<file path="config.mk">
export PLATFORM = sky130hd
export DESIGN_NAME = pipe_control_unit
export DESIGN_NICKNAME = d
export VERILOG_FILES = /design/src/rtl/pipe_control_unit.sv
export SDC_FILE = /design/constraint.sdc
export NUM_CORES = 1
export LEC_CHECK = 0
export CORE_AREA = 2 2 60 62
export CTS_CLUSTER_DIAMETER = 60
export DETAILED_ROUTE_END_ITERATION = 8
export DIE_AREA = 0 0 62 64
export GPL_ROUTABILITY_DRIVEN = 0
export GPL_TIMING_DRIVEN = 0
export PLACE_DENSITY = 0.9
export SYNTH_ARGS = -nofsm -noshare
export SYNTH_HDL_FRONTEND = slang
export SYNTH_SLANG_ARGS = --single-unit
</file>
<file path="constraint.sdc">
create_clock -name clk -period 6.1 [get_ports clk]
set_clock_uncertainty 0.2 [all_clocks]
set_input_delay 1.83 -clock clk [delete_from_list [all_inputs] [get_ports clk]]
set_output_delay 1.83 -clock clk [all_outputs]
set_load 0.1 [all_outputs]
</file>
<file path="src/rtl/pipe_control_unit.sv">
// pipe_control_unit
//   Control path for a 4-stage (ID/EX/MEM/WB) RV32I(+M) pipeline. Decodes the
//   ID instruction into a control bundle and moves it through EX, MEM and WB.
//   Load-use hazards, taken branches, multi-cycle M ops and data-memory
//   stalls are also handled here.
//
// Ports
//   clk, rst            clock, asynchronous active-high reset
//   opcode/func3/func7  ID instruction fields; id_valid marks a real instruction
//   rs1_d, rs2_d        ID source registers; rd_e EX destination register
//   branch_taken_e      EX redirect (flushes IF/ID)
//   mem_stall           data memory not ready (freezes the whole pipeline)
//   ImmSrc_d            immediate select for ID (00 I, 01 S, 10 B, 11 J)
//   *_e / *_m / *_w     EX / MEM / WB control bundles
//   stall_fd, flush_fd  hold / clear PC and IF/ID
//   illegal_d           valid ID instruction that cannot be decoded
module pipe_control_unit #(
  parameter int unsigned ALUCTL_W  = 4,
  parameter int unsigned EN_MULDIV = 1,
  parameter int unsigned MUL_LAT   = 3
) (
  input  logic                clk,
  input  logic                rst,
  input  logic [6:0]          opcode,
  input  logic [2:0]          func3,
  input  logic [6:0]          func7,
  input  logic                id_valid,
  input  logic [4:0]          rs1_d,
  input  logic [4:0]          rs2_d,
  input  logic [4:0]          rd_e,
  input  logic                branch_taken_e,
  input  logic                mem_stall,
  output logic [1:0]          ImmSrc_d,
  output logic [ALUCTL_W-1:0] ALUCtl_e,
  output logic                ALUSrc_e,
  output logic                Branch_e,
  output logic                Jump_e,
  output logic                MemWrite_e,
  output logic [1:0]          ResultSrc_e,
  output logic                RegWrite_e,
  output logic                valid_e,
  output logic                MemWrite_m,
  output logic [1:0]          ResultSrc_m,
  output logic                RegWrite_m,
  output logic [1:0]          ResultSrc_w,
  output logic                RegWrite_w,
  output logic                stall_fd,
  output logic                flush_fd,
  output logic                illegal_d
);

  localparam logic [6:0] OP_LW  = 7'b0000011;
  localparam logic [6:0] OP_SW  = 7'b0100011;
  localparam logic [6:0] OP_R   = 7'b0110011;
  localparam logic [6:0] OP_I   = 7'b0010011;
  localparam logic [6:0] OP_BR  = 7'b1100011;
  localparam logic [6:0] OP_JAL = 7'b1101111;

  localparam logic [3:0] ALU_ADD  = 4'd0;
  localparam logic [3:0] ALU_SUB  = 4'd1;
  localparam logic [3:0] ALU_AND  = 4'd2;
  localparam logic [3:0] ALU_OR   = 4'd3;
  localparam logic [3:0] ALU_XOR  = 4'd4;
  localparam logic [3:0] ALU_SLT  = 4'd5;
  localparam logic [3:0] ALU_SLL  = 4'd6;
  localparam logic [3:0] ALU_SRL  = 4'd7;
  localparam logic [3:0] ALU_SRA  = 4'd8;
  localparam logic [3:0] ALU_SLTU = 4'd9;
  localparam logic [3:0] ALU_MUL  = 4'd10;
  localparam logic [3:0] ALU_MULH = 4'd11;
  localparam logic [3:0] ALU_DIV  = 4'd12;
  localparam logic [3:0] ALU_REM  = 4'd13;

  localparam logic [6:0] F7_MULDIV = 7'b0000001;
  localparam logic [3:0] CNT_INIT  = 4'(MUL_LAT - 1);

  typedef enum logic {RUN, MBUSY} state_e;

  typedef struct packed {
    logic [3:0] alu_ctl;
    logic       alu_src;
    logic       branch;
    logic       jump;
    logic       mem_write;
    logic [1:0] result_src;
    logic       reg_write;
    logic       valid;
  } ex_bundle_t;

  typedef struct packed {
    logic       mem_write;
    logic [1:0] result_src;
    logic       reg_write;
  } mem_bundle_t;

  typedef struct packed {
    logic [1:0] result_src;
    logic       reg_write;
  } wb_bundle_t;

  state_e      state_q, state_d;
  logic [3:0]  cnt_q, cnt_d;
  ex_bundle_t  ex_q, ex_d;
  mem_bundle_t mem_q, mem_d;
  wb_bundle_t  wb_q, wb_d;

  ex_bundle_t  dec;
  logic        dec_is_m;
  logic        dec_illegal;
  logic [1:0]  imm_src;
  logic [3:0]  base_alu;
  logic [3:0]  m_alu;
  logic        load_use;
  logic        stall;
  logic        flush;

  // ALU function from func3; sub only for register-register, sra for both.
  always_comb begin
    base_alu = ALU_ADD;
    case (func3)
      3'b000:  base_alu = (func7[5] && opcode[5]) ? ALU_SUB : ALU_ADD;
      3'b001:  base_alu = ALU_SLL;
      3'b010:  base_alu = ALU_SLT;
      3'b011:  base_alu = ALU_SLTU;
      3'b100:  base_alu = ALU_XOR;
      3'b101:  base_alu = func7[5] ? ALU_SRA : ALU_SRL;
      3'b110:  base_alu = ALU_OR;
      default: base_alu = ALU_AND;
    endcase
  end

  // M-extension: mul / mulh(su/u) / div(u) / rem(u)
  always_comb begin
    m_alu = ALU_MUL;
    case (func3)
      3'b000:                 m_alu = ALU_MUL;
      3'b001, 3'b010, 3'b011: m_alu = ALU_MULH;
      3'b100, 3'b101:         m_alu = ALU_DIV;
      default:                m_alu = ALU_REM;
    endcase
  end

  always_comb begin
    dec         = '0;
    dec_is_m    = 1'b0;
    dec_illegal = 1'b0;
    imm_src     = 2'b00;
    case (opcode)
      OP_LW: begin
        dec.alu_ctl    = ALU_ADD;
        dec.alu_src    = 1'b1;
        dec.result_src = 2'b01;
        dec.reg_write  = 1'b1;
        imm_src        = 2'b00;
      end
      OP_SW: begin
        dec.alu_ctl   = ALU_ADD;
        dec.alu_src   = 1'b1;
        dec.mem_write = 1'b1;
        imm_src       = 2'b01;
      end
      OP_R: begin
        if (func7 == F7_MULDIV) begin
          if (EN_MULDIV != 0) begin
            dec.alu_ctl   = m_alu;
            dec.reg_write = 1'b1;
            dec_is_m      = 1'b1;
          end else begin
            dec_illegal = 1'b1;
          end
        end else begin
          dec.alu_ctl   = base_alu;
          dec.reg_write = 1'b1;
        end
      end
      OP_I: begin
        dec.alu_ctl   = base_alu;
        dec.alu_src   = 1'b1;
        dec.reg_write = 1'b1;
        imm_src       = 2'b00;
      end
      OP_BR: begin
        dec.alu_ctl = ALU_SUB;
        dec.branch  = 1'b1;
        imm_src     = 2'b10;
      end
      OP_JAL: begin
        dec.alu_ctl    = ALU_ADD;
        dec.jump       = 1'b1;
        dec.result_src = 2'b10;
        dec.reg_write  = 1'b1;
        imm_src        = 2'b11;
      end
      default: dec_illegal = 1'b1;
    endcase
    // Idle slots and undecodable instructions become bubbles.
    if (!id_valid || dec_illegal) begin
      dec      = '0;
      dec_is_m = 1'b0;
    end else begin
      dec.valid = 1'b1;
    end
  end

  assign load_use = ex_q.valid && ex_q.reg_write && (ex_q.result_src == 2'b01) &&
                    (rd_e != 5'd0) && ((rd_e == rs1_d) || (rd_e == rs2_d));

  // While MBUSY, the M op stays in EX for every busy cycle (counter
  // MUL_LAT-1 down to 0); the counter-0 edge only returns to RUN, so the op
  // leaves EX on the edge after that, together with the held ID instruction.
  always_comb begin
    ex_d    = ex_q;
    mem_d   = mem_q;
    wb_d    = wb_q;
    state_d = state_q;
    cnt_d   = cnt_q;
    stall   = 1'b0;
    flush   = 1'b0;
    if (mem_stall) begin
      stall = 1'b1;
    end else if (state_q == MBUSY) begin
      stall = 1'b1;
      mem_d = '0;
      wb_d  = {mem_q.result_src, mem_q.reg_write};
      if (cnt_q == 4'd0) begin
        state_d = RUN;
      end else begin
        cnt_d = cnt_q - 4'd1;
      end
    end else begin
      mem_d = {ex_q.mem_write, ex_q.result_src, ex_q.reg_write};
      wb_d  = {mem_q.result_src, mem_q.reg_write};
      if (branch_taken_e) begin
        flush = 1'b1;
        ex_d  = '0;
      end else if (load_use) begin
        stall = 1'b1;
        ex_d  = '0;
      end else begin
        ex_d = dec;
        if (dec_is_m) begin
          state_d = MBUSY;
          cnt_d   = CNT_INIT;
        end
      end
    end
  end

  always_ff @(posedge clk or posedge rst) begin
    if (rst) begin
      state_q <= RUN;
      cnt_q   <= '0;
      ex_q    <= '0;
      mem_q   <= '0;
      wb_q    <= '0;
    end else begin
      state_q <= state_d;
      cnt_q   <= cnt_d;
      ex_q    <= ex_d;
      mem_q   <= mem_d;
      wb_q    <= wb_d;
    end
  end

  always_comb begin
    ALUCtl_e      = '0;
    ALUCtl_e[3:0] = ex_q.alu_ctl;
  end

  assign ALUSrc_e    = ex_q.alu_src;
  assign Branch_e    = ex_q.branch;
  assign Jump_e      = ex_q.jump;
  assign MemWrite_e  = ex_q.mem_write;
  assign ResultSrc_e = ex_q.result_src;
  assign RegWrite_e  = ex_q.reg_write;
  assign valid_e     = ex_q.valid;
  assign MemWrite_m  = mem_q.mem_write;
  assign ResultSrc_m = mem_q.result_src;
  assign RegWrite_m  = mem_q.reg_write;
  assign ResultSrc_w = wb_q.result_src;
  assign RegWrite_w  = wb_q.reg_write;

  // Combinational outputs are forced low while reset is held.
  assign stall_fd  = stall & ~rst;
  assign flush_fd  = flush & ~rst;
  assign illegal_d = id_valid & dec_illegal & ~rst;
  assign ImmSrc_d  = rst ? 2'b00 : imm_src;

endmodule

</file>
==> flow_metrics.tcl <==
set metrics [dict create \
    outcome "finished, final reports clean" \
    htreeDepth 1 \
    ios 61 \
    peakVddDrop_mv 0.09548 \
    die_h_um 64 \
    die_w_um 62 \
    drt_iter0_drc 20 \
    stdcell_count 267 \
    slew_viol_final 0 \
    clockBufferDepth 2 \
    cts_hold_buf 0 \
    ys.flop_type "dfrtp_1" \
    cpPeakStageDelay_ns 0.62 \
    synthCells 158 \
    num_vias 1441 \
    slowest_stage "clkdlybuf4s50_1" \
    use_met3_pct 4.251 \
    path_class "in -> out" \
    post-place-ws_ns -0.8595 \
    critPathMaxFanout 8 \
    synth_seq_cells 24 \
    dieArea_sq_mm 0.003968 \
    antenna_found_initial 0 \
    fin_util_pct 66.29 \
    area_delta_synth_final_pct 48.34 \
    slew_headroom_pct 33.88 \
    fin_crit_ns 5.937 \
    core-area_sq_mm 0.003284 \
    global_route.usage.met2_pct 36.20 \
    avgSynthCellArea_sq_um 9.289 \
    yosysWarnings 0 \
    p_leak_nw 0.9184 \
    cts_buffers 3 \
    syn_area_sq_mm 0.001468 \
    grt_pass1_wl_um 6147 \
    p_per_area_mw_per_mm2 153.8 \
    ant_nets 0 \
    ys_seq_area_share_pct 40.92 \
    cpLargestDelayFamily "buffers and inverters" \
    setup.worst_path.start_class "input port" \
    grt_pass1_vias 1432 \
    arrival_ns 3.91 \
    dp_hpwl_um 3078 \
    hold_viol_final 0 \
    ys_types 45 \
    cts_tree "built" \
    rsz0062_at_grt "false" \
    viasPerCell 5.397 \
    top_usage_layer "met2" \
    layout-drive-gt1-share_pct 9.955 \
    synth_nets 196 \
    row_count 21 \
    setup-violations-final 0 \
    worstMarginPinSlew_ns 0.9887 \
    post-place-cells 263 \
    diodes 0 \
    worstPathCellList "clkdlybuf4s50_1 -> and2b_2 -> and4_1 -> and3_1 -> a21oi_1 -> nor2_1 -> clkdlybuf4s15_2" \
    power_w 0.0003349 \
    end_kind "output pin" \
    overflow 0 \
    start_util_pct 44.69 \
    final.period_utilization_pct 97.33 \
    max_freq_mhz 168.4 \
    hold_path.class "reg -> reg" \
    met1_usage_pct 23.80 \
    synth_edf_count 0 \
    crit_buf_inv 2 \
    cts_setup_buffers 0 \
    io_buffers 59 \
    clkTransAtPathRegs_ns 0.13 \
    wl_um 3797 \
    async_reset_ff_share_pct 100.0 \
    first_pass_iters 4 \
    nNetsFinal 260 \
    fin_ws_ns 0.1629 \
    required_ns 4.07 \
    grt_max_degree 26 \
    drv_cap 0 \
    cts-root-buf "clkbuf_4" \
    route.detailed.drc 0 \
    clkSinkCount 24 \
    clock_latency_ns 0.32 \
    avgRoutedWirePerCell_um 14.22 \
    grtUsageTotal_pct 20.01 \
]
-- final timing paths --
check / startpoint / end / slack, ns / cells after the start
hold / removal: MemWrite_m$_DFFE_PP0N_ / MemWrite_m$_DFFE_PP0N_ / 0.30 / 2
setup reg to reg: state_q$_DFFE_PP0N_ / ALUSrc_e$_DFFE_PP0P_ / 3.76 / 5
setup / recovery: opcode[5] / ImmSrc_d[0] / 0.16 / 7
hold reg to reg: MemWrite_m$_DFFE_PP0N_ / MemWrite_m$_DFFE_PP0N_ / 0.30 / 2
max in group asynchronous: rst / MemWrite_e$_DFFE_PP0P_ / 3.48 / 2
min in group asynchronous: rst / ResultSrc_m[1]$_DFFE_PP0N_ / 1.90 / 2
-- per-layer routing --
metal,up-vias,routed length (um)
met3,2,272
met1,683,1541
met2,43,1958
li1,713,-
met5,-,0
met4,0,25
-- stage by stage --
step           setup TNS [ns]  hold slack [ns]  area [sq um]
2_1_floorplan               0           0.2819          1480
3_3_place_gp           -2.288           0.2758          2128
3_5_place_dp           -2.426           0.2769          2128
4_1_cts                     0           0.3061          2175
5_1_grt                     0           0.3369          2177
6_report                    0           0.3016          2177
-- flip-flops by register name, summed over array words and instances (netlist names) --
register	count
MemWrite_m	1
valid_e	1
RegWrite_e	1
ResultSrc_e	2
cnt_q	4
Jump_e	1
MemWrite_e	1
state_q	1
Branch_e	1
ResultSrc_w	2
ResultSrc_m	2
RegWrite_m	1
ALUSrc_e	1
ALUCtl_e	4
RegWrite_w	1
-- cells by family after synthesis --
group	synth area share [%]
mux	4.006
buf+inv	4.348
fa+ha+maj	0.8524
simple gates	21.06
xor+xnor	5.967
compound gates	22.85
flops	40.92
-- layout make-up --
| cell class | count | area [sq um] |
|---|---|---|
| Tap cell | 46 | 57.56 |
| Fill cell | 274 | 1107 |
| Sequential cell | 24 | 600.6 |
| Timing Repair Buffer | 59 | 593.1 |
| Multi-Input combinational cell | 117 | 822.0 |
| Clock buffer | 4 | 36.28 |
| Inverter | 11 | 45.04 |
| Buffer | 6 | 22.52 |
-- worst reg2reg max path, stage by stage, from the launching register on --
cell and delay (ns):
dfrtp_1 0.44, or2_2 0.28, clkbuf_1 0.18, nor4_1 0.51, clkbuf_1 0.43, a32o_1 0.24
-- cell usage after synthesis (all sizes together) (2+ instances only) --
cell | number | share of area [%]
inv | 11 | 2.8
nor4 | 3 | 1.3
nand2 | 11 | 2.8
nor3 | 5 | 1.7
nor2 | 11 | 2.8
dfrtp | 24 | 41
mux2 | 4 | 3.3
a21o | 3 | 1.5
o21a | 2 | 1.0
a32o | 6 | 4.1
o21ai | 11 | 3.8
nand2b | 5 | 2.1
a22o | 5 | 3.0
a31oi | 4 | 1.7
clkbuf | 6 | 1.5
and3 | 2 | 0.85
a21oi | 4 | 1.4
nor2b | 2 | 0.85
nand3 | 7 | 2.4
xnor2 | 4 | 2.4
xor2 | 6 | 3.6
-- placed cells by master (no fill, tap or decap), types with 2 or more instances in the layout --
cell	n
a21o_1	3
and3_1	2
nand2_1	11
nor4_1	3
xnor2_1	4
a31oi_1	4
nand3_1	7
nand2b_1	5
a22o_1	5
mux2_2	3
nor2b_1	2
a32o_1	6
o21a_1	2
inv_1	10
nor2_1	10
o21ai_0	9
xor2_1	6
clkdlybuf4s50_1	54
clkbuf_4	4
dfrtp_1	24
clkdlybuf4s15_2	4
a21oi_1	4
clkbuf_1	6
nor3_1	4
o21ai_1	2
-- report_power, final --
group,switching [W],internal (W)
logic,0.0000436,0.0000385
registers,0.00000365,0.000165
clock network,0.0000475,0.0000365
-- repair_timing --
item,in CTS,in global routing
pin swaps,0,0
endpoints found under the setup margin,5,1
resized for setup,19,1
No activity file was read; power rests on OpenSTA's default activity.
